File: src/rtl/keycode_cmd.sv
// Debounces the HID keycode from the SoC PIO and turns it into press and
// auto-repeat game commands, delivered one at a time over valid/ready.
module keycode_cmd #(
  parameter int unsigned STABLE_CYCLES = 1000,
  parameter int unsigned REPEAT_DELAY  = 25_000_000,
  parameter int unsigned REPEAT_RATE   = 5_000_000
) (
  input  logic       clk_clk,
  input  logic       reset_reset_n,
  input  logic [7:0] keycode,
  input  logic       cmd_ready,
  output logic       cmd_valid,
  output logic [2:0] cmd_code,
  output logic       cmd_repeat,
  output logic [3:0] held_dir,
  output logic [7:0] drop_cnt
);

  localparam int unsigned TMAX = (REPEAT_DELAY > REPEAT_RATE) ? REPEAT_DELAY : REPEAT_RATE;
  localparam int TW = (TMAX > 0) ? $clog2(TMAX + 1) : 1;
  localparam int SW = (STABLE_CYCLES > 1) ? $clog2(STABLE_CYCLES) : 1;
  localparam logic [SW-1:0] STAB_LAST = SW'(STABLE_CYCLES - 1);

  typedef enum logic [1:0] {IDLE, DELAY, REPEAT, HOLD} state_t;
  typedef enum logic [2:0] {
    CMD_UP, CMD_DOWN, CMD_LEFT, CMD_RIGHT, CMD_CONFIRM, CMD_CANCEL, CMD_START
  } cmd_t;

  // Returns {mapped, code}; mapped=0 means "none".
  function automatic logic [3:0] map_key(input logic [7:0] kc);
    case (kc)
      8'h1A:   map_key = {1'b1, CMD_UP};
      8'h16:   map_key = {1'b1, CMD_DOWN};
      8'h04:   map_key = {1'b1, CMD_LEFT};
      8'h07:   map_key = {1'b1, CMD_RIGHT};
      8'h2C:   map_key = {1'b1, CMD_CONFIRM};
      8'h29:   map_key = {1'b1, CMD_CANCEL};
      8'h28:   map_key = {1'b1, CMD_START};
      default: map_key = 4'b0000;
    endcase
  endfunction

  logic [7:0]    kc_q, kc_acc;
  logic [SW-1:0] stab_cnt;
  state_t        state, state_next;
  logic [TW-1:0] timer, timer_next;
  logic [2:0]    cur_code, cur_next;
  logic          acc_hit, acc_dir, press_ev, rpt_ev, blocked, load_ev;
  logic [2:0]    acc_code;

  // NOTE: sequential state uses non-blocking assignments so every register
  // samples the pre-edge value of every other register.
  always_ff @(posedge clk_clk or negedge reset_reset_n) begin
    if (!reset_reset_n) begin
      kc_q     <= '0;
      stab_cnt <= '0;
      kc_acc   <= '0;
    end else begin
      kc_q <= keycode;
      if (keycode != kc_q)
        stab_cnt <= '0;
      else if (stab_cnt != STAB_LAST)
        stab_cnt <= stab_cnt + 1'b1;
      if (stab_cnt == STAB_LAST)
        kc_acc <= kc_q;
    end
  end

  assign {acc_hit, acc_code} = map_key(kc_acc);
  assign acc_dir = acc_hit && !acc_code[2];

  always_ff @(posedge clk_clk or negedge reset_reset_n) begin
    if (!reset_reset_n) begin
      state    <= IDLE;
      timer    <= '0;
      cur_code <= '0;
    end else begin
      state    <= state_next;
      timer    <= timer_next;
      cur_code <= cur_next;
    end
  end

  // NOTE: every combinational output gets a default first, so no path can
  // leave it unassigned and infer a latch.
  always_comb begin
    state_next = state;
    timer_next = timer;
    cur_next   = cur_code;
    if (!acc_hit) begin
      state_next = IDLE;
      timer_next = '0;
    end else if (press_ev) begin
      cur_next = acc_code;
      if (acc_dir) begin
        state_next = DELAY;
        timer_next = TW'(REPEAT_DELAY);
      end else begin
        state_next = HOLD;
        timer_next = '0;
      end
    end else if (rpt_ev) begin
      state_next = REPEAT;
      timer_next = TW'(REPEAT_RATE);
    end else if (state == DELAY || state == REPEAT) begin
      timer_next = timer - 1'b1;
    end
  end

  // A change of mapped key always presses; repeats only fire while a direction is held.
  always_comb begin
    press_ev = 1'b0;
    rpt_ev   = 1'b0;
    if (acc_hit) begin
      if (state == IDLE || acc_code != cur_code)
        press_ev = 1'b1;
      else if ((state == DELAY || state == REPEAT) && timer == '0)
        rpt_ev = 1'b1;
    end
  end

  // A press may overwrite a stalled entry; a repeat may not.
  assign blocked = cmd_valid && !cmd_ready;
  assign load_ev = press_ev || (rpt_ev && !blocked);

  always_ff @(posedge clk_clk or negedge reset_reset_n) begin
    if (!reset_reset_n) begin
      cmd_valid  <= 1'b0;
      cmd_code   <= '0;
      cmd_repeat <= 1'b0;
      held_dir   <= '0;
      drop_cnt   <= '0;
    end else begin
      if (load_ev) begin
        cmd_valid  <= 1'b1;
        cmd_code   <= acc_code;
        cmd_repeat <= !press_ev;
      end else if (cmd_valid && cmd_ready) begin
        cmd_valid <= 1'b0;
      end
      if (rpt_ev && blocked && drop_cnt != 8'hFF)
        drop_cnt <= drop_cnt + 8'd1;
      held_dir <= acc_dir ? (4'b0001 << acc_code[1:0]) : 4'b0000;
    end
  end

endmodule

File: config.mk
export PLATFORM = sky130hd
export DESIGN_NAME = keycode_cmd
export DESIGN_NICKNAME = d
export VERILOG_FILES = /design/src/rtl/keycode_cmd.sv
export SDC_FILE = /design/constraint.sdc
export NUM_CORES = 1
export LEC_CHECK = 0
export CAP_MARGIN = 10
export CELL_PAD_IN_SITES_DETAIL_PLACEMENT = 1
export CELL_PAD_IN_SITES_GLOBAL_PLACEMENT = 1
export CORE_MARGIN = 3
export CORE_UTILIZATION = 45
export DETAILED_ROUTE_END_ITERATION = 7
export MAX_ROUTING_LAYER = met4
export PLACE_DENSITY = 0.89
export SYNTH_ARGS = -nofsm -noshare
export SYNTH_HDL_FRONTEND = slang
export SYNTH_SLANG_ARGS = --single-unit
File: constraint.sdc
create_clock -name clk_clk -period 4.7 [get_ports clk_clk]
set_input_delay 0.705 -clock clk_clk [delete_from_list [all_inputs] [get_ports clk_clk]]
set_output_delay 0.705 -clock clk_clk [all_outputs]
set_load 0.01 [all_outputs]
==> results of run 1 <==
## power by group through the flow
stage               registers [uW]  clock network, uW  logic (uW)
detailed placement             646                  0        29.0
global route                   634                470        31.8
global placement               646                  0        28.1
CTS                            634                440        29.1
floorplan                      646                  0        5.03
finish                         634                430        27.5
## synth_stat cells, types with 3 or more instances
| master | count | share of area [%] |
|---|---|---|
| a211oi_1 | 6 | 1.2 |
| nor2_1 | 31 | 3.0 |
| nor4_1 | 6 | 0.98 |
| ha_1 | 4 | 1.3 |
| and3b_1 | 3 | 0.69 |
| and3_1 | 6 | 0.98 |
| or3_1 | 7 | 1.1 |
| and2_1 | 5 | 0.82 |
| nand4_1 | 13 | 2.1 |
| xnor2_1 | 9 | 2.1 |
| o2111ai_1 | 3 | 0.69 |
| a21oi_1 | 12 | 1.6 |
| inv_1 | 19 | 1.9 |
| o211a_1 | 3 | 0.78 |
| nand3_1 | 8 | 1.0 |
| a21o_1 | 3 | 0.59 |
| a22oi_1 | 4 | 0.78 |
| or2_2 | 4 | 0.65 |
| or4_1 | 4 | 0.78 |
| clkbuf_1 | 7 | 0.69 |
| nor2b_1 | 3 | 0.49 |
| nor3_1 | 13 | 1.7 |
| o211ai_1 | 3 | 0.59 |
| dfrtp_1 | 73 | 48 |
| o21ai_0 | 17 | 2.2 |
| mux2_2 | 12 | 3.5 |
| nand2_1 | 34 | 3.3 |
| o31ai_1 | 3 | 0.59 |
| xor2_1 | 24 | 5.5 |
## worst reg2reg max path, cell delays in order (launching register included)
cell and delay (ns):
dfrtp_1 0.41, nor3_1 0.84, a41oi_1 0.38, o21ai_2 0.32, nand4b_4 0.18, nor3_1 0.89, nor3_1 0.15, a211oi_1 0.33
## stage by stage
step | util [%] | instances
after floorplan | - | 381
after global placement | 50.6 | 502
after detailed placement | 50.6 | 502
after CTS | 52.6 | 518
after global routing | 52.6 | 518
final | 52.6 | 518
## cells in the final DEF (no fill, tap or decap), types with 8 or more instances in the layout
master and count:
a21oi_1 12, clkbuf_8 9, clkdlybuf4s50_1 26, dfrtp_1 73
inv_1 19, mux2_2 12, nand2_1 34, nand3_1 8
nand4_1 13, nor2_1 31, nor3_1 13, o21ai_0 17
xnor2_1 9, xor2_1 24
## layer usage
| layer | global-route usage (%) | up-vias | wire length [um] |
|---|---|---|---|
| met2 | 34.2 | 37 | 4550 |
| met1 | 26.2 | 1523 | 4150 |
| met5 | - | - | 0 |
| met4 | 6.41 | 0 | 107 |
| met3 | 3.07 | 14 | 194 |
| li1 | - | 1423 | - |
## path summary, 6_finish.rpt
kind                               endpoint  slack, ns  cells past startpoint
worst max-delay path              timer[13]       1.09                      7
worst min-delay path            drop_cnt[3]       0.43                      1
worst max register to register    timer[13]       1.09                      7
worst min register to register  drop_cnt[6]       0.50                      1
max in group asynchronous          timer[2]       3.27                      2
min in group clk_clk            drop_cnt[6]       0.50                      1
## flip-flops by register name (all words and copies together), names as in the netlist, 2 cells and up
register  cells
drop_cnt      8
cmd_code      3
kc_q          8
kc_acc        8
state         2
timer        25
held_dir      4
stab_cnt     10
cur_code      3
## cell families after synthesis
group	Yosys count	share of synthesized area [%]
fa+ha+maj	4	1.30
simple gates	153	22.8
buf+inv	31	3.49
xor+xnor	33	7.53
compound gates	74	13.4
mux	13	3.78
flops	73	47.6
## cell type report
type | count | area [um2] | share of cell area, %
Clock inverter | 5 | 32.5 | 0.749
Timing Repair Buffer | 28 | 273 | 6.28
Clock buffer | 11 | 131 | 3.03
Tap cell | 105 | 131 | 3.03
Sequential cell | 73 | 1830 | 42.1
Inverter | 19 | 71.3 | 1.64
Multi-Input combinational cell | 277 | 1880 | 43.2
==> impl_metrics.csv, run 1 <==
group,metric,value,unit
timing,hold_viol,0,
global_routing,grt_pass1_wl,16.0,mm
placed_design,placed_area,0.00418,mm2
power,p_sw_share,23.7,%
global_routing,first_global_vias,3302,
critical_path,critPathArrivalTime,3.84,ns
global_routing,grt_usage,20.6,%
critical_path,cp_slowest_cell,"nor3_1",
clock_network,post_cts_buffers,0,
logic_synthesis,ys_seq_area_share,47.6,%
timing,fin_crit_sh,76.8,%
critical_path,crit_chain,"nor3_1 -> a41oi_1 -> o21ai_2 -> nand4b_4 -> nor3_1 -> nor3_1 -> a211oi_1",
floorplan,die_h,98.3,um
critical_path,critPathCaptureType,"flop",
cells_and_area,n_antenna_cell,0,
logic_synthesis,synth-seq-cells,73,
cells_and_area,final_area,0.00434,mm2
floorplan,dieArea,0.00967,mm2
power,clock_power_share,39.4,%
timing,rsz0062_at_grt,"false",
floorplan,start_util,46.5,%
timing,setup_viol,0,
clock_network,cts_buffers,9,
global_routing,grt_overflow,0,
clock_network,cts_hold_buf,0,
placed_design,post-dp-hpwl,6.62,mm
logic_synthesis,synth_warnings,0,
timing,setup_tns,0,ns
critical_path,crit_buf_inv,0,
critical_path,crit_path_frequent_cell,"nor3_1",
power,p_int,832,uW
critical_path,cp_max_fo,11,
clock_network,cts_tree,"done",
clock_network,cts_max_level,3,
clock_network,cts_root_buffer,"clkbuf_8",
critical_path,crit_type,"reg -> reg",
route,ant_nets,0,
route,drc,0,
power,p_switching,259,uW
route,viasPerCell,5.79,
timing,slew_headroom,28.0,%
min_path,min_path_type,"in -> async",
power,p_total,1090,uW
route,drtIter0Drc,132,
global_routing,grt_antenna_before_repair,0,
placed_design,dp_worst_setup_slack,1.22,ns
route,firstDrtPassIters,4,
critical_path,cp-start-kind,"flop",
power,p_comb_share,2.5,%
critical_path,reg2reg_from,"kc_acc[7]",
cells_and_area,num-nets-final,423,
timing,fin_ws,1.09,ns
floorplan,pin_count,28,
logic_synthesis,syn-num-nets,396,
status,status,"completed",
flow_run,max-cap-violations,0,
floorplan,chipWidth,98.3,um
cells_and_area,fillCellCount,932,
timing,slew_viol_final,0,
clock_network,cts_resized,0,
floorplan,rows,33,
route,num_vias,2997,
critical_path,startpoint,"kc_acc[7]",
cells_and_area,area_growth,13.2,%
critical_path,required,4.93,ns
timing,fmax,0.277,GHz
clock_network,clk_pin_slew,0.08,ns
timing,hold_slack,0.426,ns
placed_design,place_congestion,0.892,
cells_and_area,drive_above_1_share,11.1,%
logic_synthesis,netlist_area,0.00384,mm2
route,routed_wl,9.00,mm
timing,worstMarginPinSlew,1.07,ns
logic_synthesis,synth_cell_types,58,
placed_design,port_buffers,27,
power,p_seq_share,58.1,%
logic_synthesis,syn_area_per_cell,10.1,um2
clock_network,clock-sinks,73,
logic_synthesis,async_flop_share,100,%
power,p_leak,0.00202,uW
logic_synthesis,syn_inst,381,
timing,period_minus_slack,3.61,ns
power,worst_ir_drop_vdd,0.162,mV
clock_network,cts.path.max_buffers,2,
timing,skew,0.0155,ns
critical_path,slowest_delay,0.89,ns
clock_network,clock_latency,0.35,ns
logic_synthesis,synth_edf_count,0,
power,power_density,251,mW/mm2
global_routing,grt_max_degree,39,
logic_synthesis,synth_ff_type,"dfrtp_1",
route,wire_per_inst,17.4,um
floorplan,core,0.00826,mm2
critical_path,path_delay_family,"simple AND/OR/NAND/NOR gates",
Power figures use the tool's default switching activity.
==> inputs of run 2 (changes only) <==
CORE_UTILIZATION = 42   (was 45)
PLACE_DENSITY = 0.87   (was 0.89)
clock period = 2.9 ns   (was 4.7 ns; I/O delays follow)
==> run 2 against run 1 <==
Effect of this change: fmax is 28% higher; die area is 6.7% higher; cell count is 4.4% higher; power is 95% higher; via count is 4.9% higher; cell area is 7.1% higher; worst hold slack worse by 0.34 ns; routed wire length is 13% higher; clock skew is 0.0041 ns lower; core utilization is 0.24 points higher; combinational power is 75% higher; setup slack worse by 1.0 ns; critical endpoint is now cmd_code[0]; largest cell class unchanged; largest power group is now clock.
==> impl_metrics.csv, run 2 (synthesized netlist as in run 1, its figures left out) <==
group,metric,value,unit
critical_path,slowest_delay,0.58,ns
placed_design,post-dp-hpwl,6.84,mm
power,power_density,457,mW/mm2
floorplan,rows,34,
timing,skew,0.0114,ns
timing,period_minus_slack,2.82,ns
cells_and_area,final_cell_mix,"70 x dfrtp_1, 34 x nand2_1, 31 x nor2_1, 26 x clkdlybuf4s50_1, 24 x xor2_1",
flow_run,max-cap-violations,0,
cells_and_area,num-nets-final,443,
power,worst_ir_drop_vdd,0.344,mV
critical_path,cp_max_fo,8,
critical_path,crit_type,"reg -> reg",
cells_and_area,area_growth,21.2,%
route,drtIter0Drc,154,
timing,fin_ws,0.0813,ns
route,drc,0,
cells_and_area,regMostFlops,"timer",
clock_network,cts_tree,"done",
placed_design,place_congestion,0.829,
clock_network,cts_root_buffer,"clkbuf_8",
cells_and_area,drive_above_1_share,18.0,%
clock_network,cts.path.max_buffers,2,
critical_path,critPathArrivalTime,3.06,ns
cells_and_area,largest_reg_flops,25,
floorplan,start_util,43.6,%
cells_and_area,top_regs,"timer: 25 flops, stab_cnt: 10 flops",
cells_and_area,n_antenna_cell,0,
clock_network,clock-sinks,73,
clock_network,cts_buffers,9,
min_path,min_path_type,"in -> async",
floorplan,core,0.00881,mm2
route,routed_wl,10.2,mm
power,p_leak,0.00218,uW
critical_path,critPathCaptureType,"flop",
floorplan,chipWidth,102,um
timing,fmax,0.355,GHz
clock_network,cts_max_level,3,
route,viasPerCell,5.81,
critical_path,r2r_end,"cmd_code[0]",
floorplan,die_h,102,um
timing,worstMarginPinSlew,0.684,ns
placed_design,port_buffers,27,
route,firstDrtPassIters,4,
global_routing,grt_usage,22.0,%
cells_and_area,final_common_cell,"dfrtp_1",
global_routing,grt_max_degree,74,
floorplan,dieArea,0.0103,mm2
critical_path,crit_chain,"or4_4 -> a2111o_1 -> o211ai_2 -> nand4b_4 -> or3_4 -> o21ai_4 -> mux2_2",
critical_path,required,3.14,ns
critical_path,cp_slowest_cell,"or4_4",
route,ant_nets,0,
critical_path,reg2reg_from,"kc_acc[7]",
status,status,"completed",
cells_and_area,fillCellCount,982,
global_routing,grt_overflow,0,
timing,slew_headroom,54.3,%
timing,slew_viol_final,0,
timing,setup_viol,0,
global_routing,grt_pass1_wl,17.2,mm
floorplan,pin_count,28,
route,num_vias,3143,
critical_path,rr_worst_depth,7,
critical_path,cp-start-kind,"flop",
timing,hold_viol,0,
critical_path,reg2reg_slack,0.08,ns
clock_network,clk_pin_slew,0.09,ns
timing,fin_crit_sh,97.2,%
clock_network,clock_latency,0.36,ns
timing,setup_tns,0,ns
global_routing,grt_antenna_before_repair,0,
global_routing,first_global_vias,3456,
route,wire_per_inst,18.8,um
timing,rsz0062_at_grt,"true",
placed_design,dp_worst_setup_slack,0.0144,ns
clock_network,cts_hold_buf,0,
[run 2: worst max path at each step]
stage                              to  startpoint  depth (start not counted)
final                     cmd_code[0]   kc_acc[7]                          7
after global routing      drop_cnt[7]   kc_acc[7]                          8
after CTS                   timer[21]   kc_acc[7]                          8
after detailed placement  cmd_code[0]   kc_acc[7]                          7
after global placement    drop_cnt[7]   kc_acc[7]                          8
after floorplan           cmd_code[0]    timer[0]                         10
[run 2: power by group]
part	switching [uW]	internal, uW	leakage [uW]
clock	405	643	0.000129
combinational	28.9	19.3	0.00105
sequential	5.03	1020	0.000997
total	439	1680	0.00218
[run 2: repair_timing]
action / CTS / global route
pin swaps: 1 / 2
setup buffers: 0 / 3
endpoints found under the setup margin: 5 / 20
gates resized for setup: 3 / 9
[run 2: critical path, delay by kind of cell (launching register included)]
| kind | cells | cell delay [ns] |
|---|---|---|
| DFF | 1 | 0.45 |
| AOI/OAI and AO/OA | 3 | 0.65 |
| muxes | 1 | 0.37 |
| and+or+nand+nor | 3 | 1.21 |
[run 2: routing by layer]
layer / up-vias / track usage, % / wire [um]
met5: - / - / 0
met4: 0 / 7.77 / 144
met3: 20 / 4.06 / 305
met2: 57 / 38.1 / 5320
met1: 1592 / 25.4 / 4390
li1: 1474 / - / -
[run 2: cell type report]
| cell class | instances | area, um2 | share of cell area, % |
|---|---|---|---|
| clock buffer | 12 | 165 | 3.55 |
| sequential | 73 | 1830 | 39.4 |
| tap | 108 | 135 | 2.91 |
| clock inverter | 4 | 97.6 | 2.10 |
| timing repair buffer | 48 | 439 | 9.44 |
| multi-input combinational | 277 | 1910 | 41.1 |
| inverter | 19 | 71.3 | 1.53 |
[run 2: stage by stage]
| step | std cells | hold slack [ns] | total power [uW] | utilization [%] | instance area [um2] |
|---|---|---|---|---|---|
| global route | 541 | 0.115 | 2190 | 52.8 | 4650 |
| floorplan | 381 | 0.139 | 1050 | - | 3840 |
| global placement | 522 | 0.477 | 1090 | 49.1 | 4320 |
| CTS | 538 | 0.110 | 2140 | 52.2 | 4600 |
| detailed placement | 522 | 0.483 | 1100 | 49.1 | 4320 |
| finish | 541 | 0.0890 | 2120 | 52.8 | 4650 |
